**config.mk**
```make
export PLATFORM = sky130hd
export DESIGN_NAME = filter_out_decimator_flat
export DESIGN_NICKNAME = d
export VERILOG_FILES = /design/src/rtl/filter_out_decimator_if.sv /design/src/rtl/filter_out_decimator.sv /design/src/flat_wrapper.sv
export SDC_FILE = /design/constraint.sdc
export NUM_CORES = 1
export LEC_CHECK = 0
export ABC_AREA = 1
export BUFFER_PORTS_ARGS = -buffer_cell sky130_fd_sc_hd__buf_2
export CAP_MARGIN = 5
export CORE_AREA = 2 2 111 113
export DETAILED_ROUTE_END_ITERATION = 6
export DIE_AREA = 0 0 113 115
export SYNTH_ARGS = -nofsm -noshare
export SYNTH_HDL_FRONTEND = slang
export SYNTH_SLANG_ARGS = --single-unit
```
**constraint.sdc**
```tcl
create_clock -name clk -period 2.8 [get_ports clk]
set_input_delay 0.28 -clock clk [delete_from_list [all_inputs] [get_ports clk]]
set_output_delay 0.28 -clock clk [all_outputs]
set_load 0.005 [all_outputs]
```
**src/rtl/filter_out_decimator_if.sv**
```systemverilog
// Sample stream in, decimated valid/ready stream out, plus FIFO status.
// slave is the decimator's view, master is the producer/consumer side.
interface filter_out_decimator_if #(
    parameter int Width      = 10,
    parameter int FIFO_DEPTH = 4
);
    logic                          in_en;
    logic signed [Width-1:0]       data_in;
    logic                          out_valid;
    logic                          out_ready;
    logic signed [Width-1:0]       data_out;
    logic [$clog2(FIFO_DEPTH):0]   fill;
    logic                          overflow;

    modport slave (
        input  in_en, data_in, out_ready,
        output out_valid, data_out, fill, overflow
    );

    modport master (
        output in_en, data_in, out_ready,
        input  out_valid, data_out, fill, overflow
    );
endinterface

```
**src/rtl/filter_out_decimator.sv**
```systemverilog
// Boxcar decimator: averages each block of 2**LOG2_DEC samples into a show-ahead FIFO.
// Optional macro DECIM_ROUND_EN: round half toward +inf instead of truncating.
module filter_out_decimator #(
    parameter int Width      = 10,
    parameter int LOG2_DEC   = 2,
    parameter int FIFO_DEPTH = 4
) (
    input logic                   clk,
    input logic                   rst,
    filter_out_decimator_if.slave bus
);
    localparam int DEC = 1 << LOG2_DEC;
    localparam int AW  = Width + LOG2_DEC;
    localparam int PHW = (LOG2_DEC > 0) ? LOG2_DEC : 1;
    localparam int PW  = $clog2(FIFO_DEPTH);
    localparam logic [PHW-1:0] LAST_PHASE = PHW'(DEC - 1);
    localparam logic [PW:0]    FULL_COUNT = (PW + 1)'(FIFO_DEPTH);

    logic signed [AW-1:0]    acc;
    logic signed [AW-1:0]    din_ext;
    logic signed [AW-1:0]    sum;
    logic [PHW-1:0]          phase;
    logic signed [Width-1:0] avg;

    logic signed [Width-1:0] mem [FIFO_DEPTH];
    logic [PW-1:0]           wr_ptr;
    logic [PW-1:0]           rd_ptr;
    logic [PW-1:0]           rd_next;
    logic [PW:0]             count;
    logic signed [Width-1:0] data_q;
    logic signed [Width-1:0] next_data;
    logic                    overflow_q;

    logic last;
    logic push_req;
    logic full;
    logic pop;
    logic push_ok;

    assign din_ext = AW'(bus.data_in);
    assign sum     = acc + din_ext;

`ifdef DECIM_ROUND_EN
    // One extra bit so the rounding offset cannot wrap a full-scale positive sum.
    localparam logic signed [AW:0] RND = (AW + 1)'(DEC / 2);
    logic signed [AW:0] sum_rnd;
    assign sum_rnd = (AW + 1)'(sum) + RND;
    assign avg     = Width'(sum_rnd >>> LOG2_DEC);
`else
    assign avg = Width'(sum >>> LOG2_DEC);
`endif

    assign last     = (phase == LAST_PHASE);
    assign push_req = bus.in_en && last;
    assign full     = (count == FULL_COUNT);
    assign pop      = (count != '0) && bus.out_ready;
    // A full FIFO still accepts a push when the head leaves on the same edge.
    assign push_ok  = push_req && (!full || pop);
    assign rd_next  = rd_ptr + PW'(1);

    // NOTE: non-blocking assignments so every register samples pre-edge values.
    always_ff @(posedge clk or posedge rst) begin
        if (rst) begin
            acc   <= '0;
            phase <= '0;
        end else if (bus.in_en) begin
            if (last) begin
                acc   <= '0;
                phase <= '0;
            end else begin
                acc   <= sum;
                phase <= phase + PHW'(1);
            end
        end
    end

    // NOTE: storage has no reset; pointers and count alone decide which entries are valid.
    always_ff @(posedge clk) begin
        if (push_ok) begin
            mem[wr_ptr] <= avg;
        end
    end

    always_comb begin
        // NOTE: default assigned first so no path leaves next_data unassigned (no latch).
        next_data = data_q;
        if (pop) begin
            if (count > (PW + 1)'(1)) begin
                next_data = mem[rd_next];
            end else if (push_ok) begin
                next_data = avg;
            end
        end else if ((count == '0) && push_ok) begin
            next_data = avg;
        end
    end

    always_ff @(posedge clk or posedge rst) begin
        if (rst) begin
            wr_ptr     <= '0;
            rd_ptr     <= '0;
            count      <= '0;
            data_q     <= '0;
            overflow_q <= 1'b0;
        end else begin
            data_q <= next_data;
            if (push_ok) begin
                wr_ptr <= wr_ptr + PW'(1);
            end
            if (pop) begin
                rd_ptr <= rd_next;
            end
            if (push_ok && !pop) begin
                count <= count + (PW + 1)'(1);
            end else if (pop && !push_ok) begin
                count <= count - (PW + 1)'(1);
            end
            if (push_req && !push_ok) begin
                overflow_q <= 1'b1;
            end
        end
    end

    assign bus.out_valid = (count != '0);
    assign bus.data_out  = data_q;
    assign bus.fill      = count;
    assign bus.overflow  = overflow_q;
endmodule

```
**src/flat_wrapper.sv**
```systemverilog
// flat-port wrapper written by rule: the top's interface ports become plain ports
module filter_out_decimator_flat 
#(
    parameter int Width      = 10,
    parameter int LOG2_DEC   = 2,
    parameter int FIFO_DEPTH = 4
)
  (clk, rst, bus_in_en, bus_data_in, bus_out_ready, bus_out_valid, bus_data_out, bus_fill, bus_overflow);
  filter_out_decimator_if #(.Width(Width), .FIFO_DEPTH(FIFO_DEPTH)) bus_i ();
  input logic clk;
  input logic rst;
  input wire logic [$bits(bus_i.in_en)-1:0] bus_in_en;
  input wire logic [$bits(bus_i.data_in)-1:0] bus_data_in;
  input wire logic [$bits(bus_i.out_ready)-1:0] bus_out_ready;
  output wire logic [$bits(bus_i.out_valid)-1:0] bus_out_valid;
  output wire logic [$bits(bus_i.data_out)-1:0] bus_data_out;
  output wire logic [$bits(bus_i.fill)-1:0] bus_fill;
  output wire logic [$bits(bus_i.overflow)-1:0] bus_overflow;
  assign bus_i.in_en = bus_in_en;
  assign bus_i.data_in = bus_data_in;
  assign bus_i.out_ready = bus_out_ready;
  assign bus_out_valid = bus_i.out_valid;
  assign bus_data_out = bus_i.data_out;
  assign bus_fill = bus_i.fill;
  assign bus_overflow = bus_i.overflow;
  filter_out_decimator #(.Width(Width), .LOG2_DEC(LOG2_DEC), .FIFO_DEPTH(FIFO_DEPTH)) u_core (.clk(clk), .rst(rst), .bus(bus_i));
endmodule
```
# --- Yosys cells after proc, flatten, opt, wreduce, memory -nomap -nowiden ---
# Memory sizes are Yosys's and may differ from the RTL's.
# Index checks and enable logic that the tools add are counted.
totals:
  register_bits: 32
  latchBits: 0
  ram_bits: 40
  rom_bits: 0
  inputBits: 14
  word_cells: 44
  n_memories: 1
memory_table:
  columns: ["memory", "words", "width", "read_ports", "rd_clocked_by_memory_dff", "write_ports", "line", "rtl"]
  rows:
  - ["u_core.mem", 4, 10, 1, 0, 1, "filter_out_decimator.sv:25", "logic signed [Width-1:0] mem [FIFO_DEPTH];"]
op_classes:
  n_addsub: 6
  n_mul: 0
  n_div: 0
  order_cmp: 1
  n_eq_ne: 3
  shifts: 0
  mux: 10
  bitwise: 0
  reduce_logical: 16
op_table:
  columns: ["cell", "count"]
  rows:
  - ["10-bit two-way mux", 4]
  - ["12-bit by 10-bit adder with 12-bit output", 1]
  - ["12-bit two-way mux", 1]
  - ["1-bit logical AND", 7]
  - ["2-bit by 1-bit adder with 2-bit output (second input constant)", 3]
  - ["3-bit two-way mux", 2]
  - ["2-bit nonzero test", 2]
  - ["3-bit by 1-bit adder with 3-bit output (second input constant)", 1]
  - ["3-bit equality test (second input constant)", 1]
  - ["3-bit by 1-bit > comparator with 1-bit output (second input constant)", 1]
  - ["1-bit zero test", 3]
  - ["3-bit zero test", 1]
  - ["3-bit != test (second input constant)", 1]
  - ["3-bit nonzero test", 1]
  - ["3-bit by 1-bit subtractor with 3-bit output (second input constant)", 1]
  - ["2-bit equality test (second input constant)", 1]
  - ["1-bit two-way mux", 2]
  - ["2-bit two-way mux", 1]
  - ["2-bit AND reduction", 1]
  - ["1-bit logical OR", 1]

# --- Logic depth before layout (Yosys ltp) ---
# Gate-level depths: netlist of the first run.
logic_depth:
  ltp_word: 8
  mapped_depth: 12
  depth_no_buf: 12

# --- Worst setup path after synthesis of the first run ---
# OpenSTA, ideal clock, no wires.
synth_timing:
  path_kind: "register to register"
  startpoint: "register u_core.count[0], in the netlist u_core.bus.fill[0]"
  endpoint: "memory u_core.mem[0][0] (enable)"
  setup_time_ns: 0.376
  arrival_time_ns: 1.671
  t_required_ns: 2.424
  path_slack_ns: 0.752
  stages_incl_launch_ff: 8
  path_buffers: 0
  cell_sequence: "dfrtp_1 > inv_1 > ha_1 > inv_1 > nor3_1 > nor2_1 > inv_1 > nor2_1"
synth_via:
  elab_chain_len: 6
  elab_cells_between_ends: 8
  cone_classes: "eq/ne (1); mux (2); reduce/logical (5)"
synth_lines:
  columns: ["item", "line", "rtl"]
  rows:
  - ["start: declaration", "filter_out_decimator.sv:29", "logic [PW:0] count;"]
  - ["start signal: assignment", "filter_out_decimator.sv:114", "count <= count + (PW + 1)'(1);"]
  - ["start signal: assignment", "filter_out_decimator.sv:116", "count <= count - (PW + 1)'(1);"]
  - ["3-bit equality test / 3-bit nonzero test (equally long branches)", "filter_out_decimator.sv:55, filter_out_decimator.sv:56", null]
  - ["1-bit zero test / 1-bit logical AND (equally long branches)", "filter_out_decimator.sv:58, filter_out_decimator.sv:56", null]
  - ["1-bit logical OR (*)", "filter_out_decimator.sv:58", "assign push_ok = push_req && (!full || pop);"]
  - ["1-bit logical AND (*)", "filter_out_decimator.sv:58", null]
  - ["via u_core.push_ok", "filter_out_decimator.sv:38", "logic push_ok;"]
  - ["1-bit two-way mux (*)", "filter_out_decimator.sv:79", "if (push_ok) begin"]
  - ["1-bit two-way mux (not written as such) (*)", "filter_out_decimator.sv:80", "mem[wr_ptr] <= avg;"]
  - ["end: declaration", "filter_out_decimator.sv:25", null]
# The timed path passes the listed nets; every way through them passes the cells marked *.

# --- Worst setup path after layout of the first run ---
layout_timing:
  startpoint: "register u_core.count[0], in the netlist u_core.bus.fill[0]"
  endpoint: "register u_core.count[2], in the netlist u_core.bus.fill[2]"
layout_via:
  elab_chain_len: 7
  elab_cells_between_ends: 15
  cone_classes: "add/sub (2); eq/ne (1); mux (2); reduce/logical (10)"
layout_lines:
  columns: ["item", "line", "rtl"]
  rows:
  - ["3-bit equality test / 3-bit nonzero test (equally long branches)", "filter_out_decimator.sv:55, filter_out_decimator.sv:56", null]
  - ["1-bit zero test / 1-bit logical AND (equally long branches)", "filter_out_decimator.sv:58, filter_out_decimator.sv:56", null]
  - ["1-bit logical OR (*)", "filter_out_decimator.sv:58", null]
  - ["1-bit logical AND (*)", "filter_out_decimator.sv:58", null]
  - ["via u_core.push_ok", "filter_out_decimator.sv:38", null]
  - ["1-bit zero test", "filter_out_decimator.sv:115", "end else if (pop && !push_ok) begin"]
  - ["1-bit logical AND", "filter_out_decimator.sv:115", null]
  - ["2-bit nonzero test (no line)", null, null]
# The timed path passes the listed nets; every way through them passes the cells marked *. The select of a mux whose other input is x is not followed.
# A chain may end at the register's enable or synchronous reset.

==> flow_metrics.env, run 1 <==
export IMPL_status="finished, final reports clean"
export IMPL_p_sw_frac=0.391
export IMPL_antenna_found_initial=0
export IMPL_async_flop_share=0.444
export IMPL_drtPass1Iterations=4
export IMPL_antenna_left=0
export IMPL_clock_sinks=72
export IMPL_die_area_mm2=0.0130
export IMPL_grt_max_degree=33
export IMPL_core_rowCount=40
export IMPL_nets=454
export IMPL_cp_top_family="adder cells"
export IMPL_muxShareOfSynthArea=0.00272
export IMPL_synth_top_family_by_area="simple AND/OR/NAND/NOR gates"
export IMPL_arrival_ns=2.29
export IMPL_dieWidth_um=113
export IMPL_crit_type="register to register"
export IMPL_seqPwrFrac=0.362
export IMPL_finClkSkew_ns=0.00709
export IMPL_synth_cells=378
export IMPL_yosysMostFrequentCell="nand2_1"
export IMPL_yosys_warnings=0
export IMPL_startpoint="u_core.bus.fill[0]$_DFFE_PP0P_"
export IMPL_yosysTopAreaCellShare=0.326
export IMPL_start_util=0.312
export IMPL_cp_common_cell="inv_1"
export IMPL_avgRoutedWirePerCell_um=13.6
export IMPL_synth_cell_area_mm2=0.00368
export IMPL_synth_seq_area_share=0.544
export IMPL_diodes=0
export IMPL_p_int_uw=3060
export IMPL_fin_crit_sh=0.742
export IMPL_hpwl_mm=5.56
export IMPL_min_path_type="input pin to asynchronous set/reset pin"
export IMPL_leakagePower_uw=0.00201
export IMPL_ys_top_cells_by_count="108 x nand2_1, 43 x inv_1, 40 x edfxtp_1"
export IMPL_critPathMaxFanout=6
export IMPL_root_buffer="clkbuf_16"
export IMPL_num_io_pins=29
export IMPL_grt_usage=0.126
export IMPL_synth_fa_ha_area_frac=0.0768
export IMPL_finalInstanceArea_mm2=0.00432
export IMPL_core_mm2=0.0118
export IMPL_synth_largest_area_cell="edfxtp_1"
export IMPL_fmax_ghz=0.481
export IMPL_place_inst=554
export IMPL_max_stage_delay_ns=0.45
export IMPL_routed_via_density=4.56
export IMPL_cts_reportedPaths_clkPinSlew_ns=0.06
export IMPL_power_switching_uw=1970
export IMPL_synth_seq_cells=72
export IMPL_grt_pass1_wl_mm=12.6
export IMPL_crit_slowest_cell="dfrtp_1"
export IMPL_setup_viol=0
export IMPL_cts_made_buffers=9
export IMPL_reg2reg_to="u_core.bus.fill[2]$_DFFE_PP0P_"
export IMPL_drtIter0Drc=161
export IMPL_clkPwrFrac=0.225
export IMPL_critical_path_required_ns=3.02
export IMPL_combPwrFrac=0.413
export IMPL_wirelength_mm=7.76
export IMPL_area_delta_synth_final_pct=17.3
export IMPL_power_uw=5030
export IMPL_die_y_um=115
export IMPL_r2r_cells=10
export IMPL_worstReg2RegStart="u_core.bus.fill[0]$_DFFE_PP0P_"
export IMPL_synth_ff_type="edfxtp_1"
export IMPL_rrSetupSlack_ns=0.72
export IMPL_period_minus_slack_ns=2.08
export IMPL_setup_tns_ns=0
export IMPL_cts_hold_buf=0
export IMPL_synth_nets=414
export IMPL_synth_distinct_cells=39
export IMPL_postCtsSetupBuffers=0
export IMPL_rsz0062_at_grt="no"
export IMPL_slew_violations=0
export IMPL_cp_num_buf_inv=4
export IMPL_endpoint_kind="register"
export IMPL_synth_edf_count=40
export IMPL_tightest_slew_ns=0.628
export IMPL_start_kind="register"
export IMPL_placed_cell_area_mm2=0.00402
export IMPL_maxCapViolCount=0
export IMPL_layout_drive_gt1_share=0.175
export IMPL_fill_cells=1177
export IMPL_cp_cell_sequence="inv_1 > ha_1 > inv_1 > nor3_1 > nor2_1 > ha_1 > inv_1 > o21ai_0 > xor2_1 > inv_1"
export IMPL_ir_drop_mv=0.530
export IMPL_port_buffers=28
export IMPL_overflow=0
export IMPL_synth_simple_area_share=0.202
export IMPL_slew_headroom=0.578
export IMPL_vias=2602
export IMPL_drc=0
export IMPL_clk_latency_ns=0.33
export IMPL_final_cells=570
export IMPL_tritoncts="built"
export IMPL_cts_htree_levels=3
export IMPL_cts_buffer_depth=2
export IMPL_place_congestion=0.914
export IMPL_hold_viol=0
export IMPL_grt_pass1_vias=2575
export IMPL_syn_area_per_cell_um2=9.74
export IMPL_power_density_mw_per_mm2=1160
export IMPL_synth_xor_area_frac=0.0370
export IMPL_ys_top_cells_by_area="edfxtp_1 33%, dfrtp_1 22%, nand2_1 11%"
export IMPL_post_cts_resized=0
export IMPL_synth_compound_area_frac=0.0805
-- metal layers --
metal / vias up / global-route usage / wire length, um
met5: - / 0 / 0
met4: 0 / 0.0463 / 92
met3: 6 / 0.0232 / 313
met2: 44 / 0.224 / 3970
met1: 1234 / 0.152 / 3380
li1: 1318 / - / -
-- through the flow --
step	util	worst slack, ns	hold slack [ns]
floorplan	-	0.752	0.392
finish	0.366	0.723	0.0464
CTS	0.366	0.728	0.0534
detailed placement	0.340	0.742	0.403
global route	0.366	0.482	0.0893
global placement	0.340	0.828	0.398
-- flip-flops by register name (all words and copies together), names as in the netlist --
name / flops
u_core.mem: 40
u_core.rd_ptr: 2
u_core.bus.data_out: 10
u_core.phase: 2
u_core.bus.overflow: 1
u_core.acc: 12
u_core.bus.fill: 3
u_core.wr_ptr: 2
-- worst max path at each step --
stage	endpoint	cells after the start
floorplan	u_core.mem[0][0]$_DFFE_PP_	7
global placement	u_core.bus.fill[2]$_DFFE_PP0P_	10
detailed placement	u_core.bus.fill[2]$_DFFE_PP0P_	10
CTS	u_core.bus.fill[2]$_DFFE_PP0P_	10
global route	u_core.bus.fill[2]$_DFFE_PP0P_	10
finish	u_core.bus.fill[2]$_DFFE_PP0P_	10
-- cells in the final DEF (no fill, tap or decap), types with 2 or more instances in the layout --
master     instances
o21bai_1           2
dfrtp_1           32
clkinv_1           3
nor2_2             3
nor2_1            24
a21oi_1            9
buf_4              6
o21ai_1            2
nand2_1          108
inv_1             43
o21ai_0           21
nand3_1           17
nand2_4            2
a21oi_2            3
and2_1             2
xor2_1             6
ha_1              21
nor2_4             2
xnor2_1            4
clkbuf_8           2
nand4_1            2
inv_2              2
buf_2             28
xor2_2             2
o211ai_1           3
clkbuf_16          9
edfxtp_1          40
a22o_1             3
nand2_2            8
-- logic make-up (layout without fill, tap and decap cells) --
group           after synthesis  after routing
fa+ha+maj                    22             22
flops                        72             72
compound gates               48             48
xor+xnor                     13             13
simple gates                170            170
mux                           1              1
buf+inv                      52             97
-- worst min-delay path: cells and delay by family --
kind	cells	cell delay [ns]
buffers and inverters	3	0.51
-- final cells by class --
cell class / count / area, um^2 / area share
flip-flops and latches: 72 / 2000 / 0.463
repair buffers: 34 / 185 / 0.0429
inverters: 47 / 179 / 0.0414
well taps: 147 / 184 / 0.0426
clock inverters: 4 / 42.5 / 0.00985
multi-input cells: 254 / 1470 / 0.340
clock buffers: 12 / 256 / 0.0594
-- power groups by stage --
stage | registers [uW] | clock network [uW] | logic, uW
floorplan | 1740 | 0 | 1570
global placement | 1830 | 0 | 2050
detailed placement | 1840 | 0 | 2090
CTS | 1820 | 1150 | 2100
global route | 1850 | 1190 | 2350
finish | 1820 | 1130 | 2080
Note: power is estimated with default switching activity, not from simulation.
==> run 2, diff against run 1 <==
==> constraint.sdc (replaced) <==
create_clock -name clk -period 1.9 [get_ports clk]
set_input_delay 0.19 -clock clk [delete_from_list [all_inputs] [get_ports clk]]
set_output_delay 0.19 -clock clk [all_outputs]
set_load 0.005 [all_outputs]
==> flow_metrics.env, run 2 (synthesis results as in run 1) <==
export IMPL_p_sw_frac=0.390
export IMPL_p_int_uw=4880
export IMPL_vias=2711
export IMPL_ir_drop_mv=0.719
export IMPL_crit_type="register to register"
export IMPL_antenna_found_initial=0
export IMPL_power_switching_uw=3130
export IMPL_core_mm2=0.0118
export IMPL_wirelength_mm=8.43
export IMPL_setup_tns_ns=0
export IMPL_slew_violations=0
export IMPL_setup_viol=0
export IMPL_root_buffer="clkbuf_16"
export IMPL_die_area_mm2=0.0130
export IMPL_grt_pass1_wl_mm=13.2
export IMPL_maxCapViolCount=0
export IMPL_endpoint_kind="register"
export IMPL_routed_via_density=4.53
export IMPL_hpwl_mm=5.84
export IMPL_leakagePower_uw=0.00215
export IMPL_period_minus_slack_ns=1.84
export IMPL_cp_cell_sequence="ha_4 > a21oi_1 > nand2_2 > buf_4 > xor2_1 > inv_1"
export IMPL_grt_usage=0.132
export IMPL_largest_reg_flops=40
export IMPL_start_util=0.312
export IMPL_diodes=0
export IMPL_finClkSkew_ns=0.00735
export IMPL_cts_reportedPaths_clkPinSlew_ns=0.06
export IMPL_drc=0
export IMPL_status="finished, final reports clean"
export IMPL_fin_crit_sh=0.966
export IMPL_crit_slowest_cell="dfrtp_1"
export IMPL_cp_top_family="flip-flops"
export IMPL_seqPwrFrac=0.327
export IMPL_port_buffers=28
export IMPL_clkPwrFrac=0.202
export IMPL_overflow=0
export IMPL_cts_buffer_depth=2
export IMPL_dieWidth_um=113
export IMPL_hold_viol=0
export IMPL_cts_htree_levels=3
export IMPL_drtPass1Iterations=4
export IMPL_cts_made_buffers=9
export IMPL_place_congestion=0.853
export IMPL_power_density_mw_per_mm2=1710
export IMPL_tritoncts="built"
export IMPL_grt_max_degree=33
export IMPL_layout_commonest_cell="nand2_1"
export IMPL_antenna_left=0
export IMPL_critPathMaxFanout=5
export IMPL_core_rowCount=40
export IMPL_largest_register="u_core.mem"
export IMPL_layout_drive_gt1_share=0.274
export IMPL_area_delta_synth_final_pct=27.5
export IMPL_fmax_ghz=0.545
export IMPL_tightest_slew_ns=0.497
export IMPL_die_y_um=115
export IMPL_cp_num_buf_inv=2
export IMPL_final_cell_mix="106 x nand2_1, 40 x edfxtp_1, 38 x inv_1, 32 x dfrtp_1, 28 x buf_2"
export IMPL_avgRoutedWirePerCell_um=14.1
export IMPL_nets=483
export IMPL_start_kind="register"
export IMPL_critical_path_required_ns=1.96
export IMPL_arrival_ns=1.89
export IMPL_placed_cell_area_mm2=0.00416
export IMPL_num_io_pins=29
export IMPL_slew_headroom=0.668
export IMPL_finalInstanceArea_mm2=0.00469
export IMPL_clock_sinks=72
export IMPL_combPwrFrac=0.471
export IMPL_drtIter0Drc=156
export IMPL_max_stage_delay_ns=0.42
export IMPL_min_path_type="input pin to register"
export IMPL_clk_latency_ns=0.33
export IMPL_grt_pass1_vias=2754
## run 2: cell count changes in the layout (fill, tap and decap cells not counted), sizes merged
| cell | previous run | this run |
|---|---|---|
| inv | 46 | 45 |
| dlygate4sd3 | 0 | 1 |
| clkbuf | 12 | 11 |
| buf | 34 | 62 |
| clkinvlp | 0 | 2 |
## run 2: final cells by class
| type | instances | area [um^2] |
|---|---|---|
| flip-flops and latches | 72 | 2000 |
| repair buffers | 63 | 435 |
| clock inverters | 5 | 48.8 |
| inverters | 47 | 185 |
| well taps | 147 | 184 |
| fillers | 1152 | 7120 |
| clock buffers | 11 | 233 |
| multi-input cells | 254 | 1610 |
## run 2: per-layer routing
layer,share of wire,vias to the layer above,wire (um),track usage
met5,0,-,0,0
met1,0.43,1277,3600,0.148
met4,0.022,0,188,0.0634
met3,0.043,16,366,0.0295
met2,0.51,46,4270,0.240
li1,-,1372,-,-
## run 2: what timing repair did
item	in CTS	in global routing
hold endpoints to repair	32	0
resized for setup	3	48
endpoints found under the setup margin	7	57
cloned	0	4
setup buffers	0	6
pin swaps	1	11
hold buffers	1	0
## run 2: power groups by stage
stage | logic, uW | clock network, uW | registers (uW)
CTS | 3450 | 1660 | 2610
floorplan | 2310 | 0 | 2570
finish | 3770 | 1620 | 2620
global placement | 3340 | 0 | 2620
detailed placement | 3400 | 0 | 2640
global route | 4260 | 1730 | 2660
## run 2: path summary, 6_finish.rpt
check                      cells after the start                       startpoint                                 end  slack [ns]
min in group asynchronous                      4                              rst      u_core.bus.fill[0]$_DFFE_PP0P_        0.50
max in group asynchronous                      4                              rst  u_core.bus.data_out[9]$_DFFE_PP0P_        1.08
min                                            3                        bus_in_en         u_core.phase[1]$_DFFE_PP0P_        0.12
max reg2reg                                    6        u_core.acc[2]$_DFFE_PP0P_          u_core.mem[1][1]$_DFFE_PP_        0.06
max                                            6        u_core.acc[2]$_DFFE_PP0P_          u_core.mem[1][1]$_DFFE_PP_        0.06
min reg2reg                                    1  u_core.bus.overflow$_DFFE_PP0P_     u_core.bus.overflow$_DFFE_PP0P_        0.46
## run 2: worst min-delay path: stages
cell and delay [ns]:
buf_2 0.12, nand2_1 0.05, nand2_1 0.06
## run 2: per-stage QoR
step	hold WS [ns]	cells	setup slack [ns]	total power (uW)	utilization
6_report	0.117	599	0.0647	8010	0.397
3_5_place_dp	0.315	572	-0.000126	6030	0.352
5_1_grt	0.138	599	-0.0184	8650	0.397
4_1_cts	0.0985	589	0.0346	7710	0.378
3_3_place_gp	0.306	572	0.0651	5960	0.352
2_1_floorplan	0.302	378	-0.148	4880	-
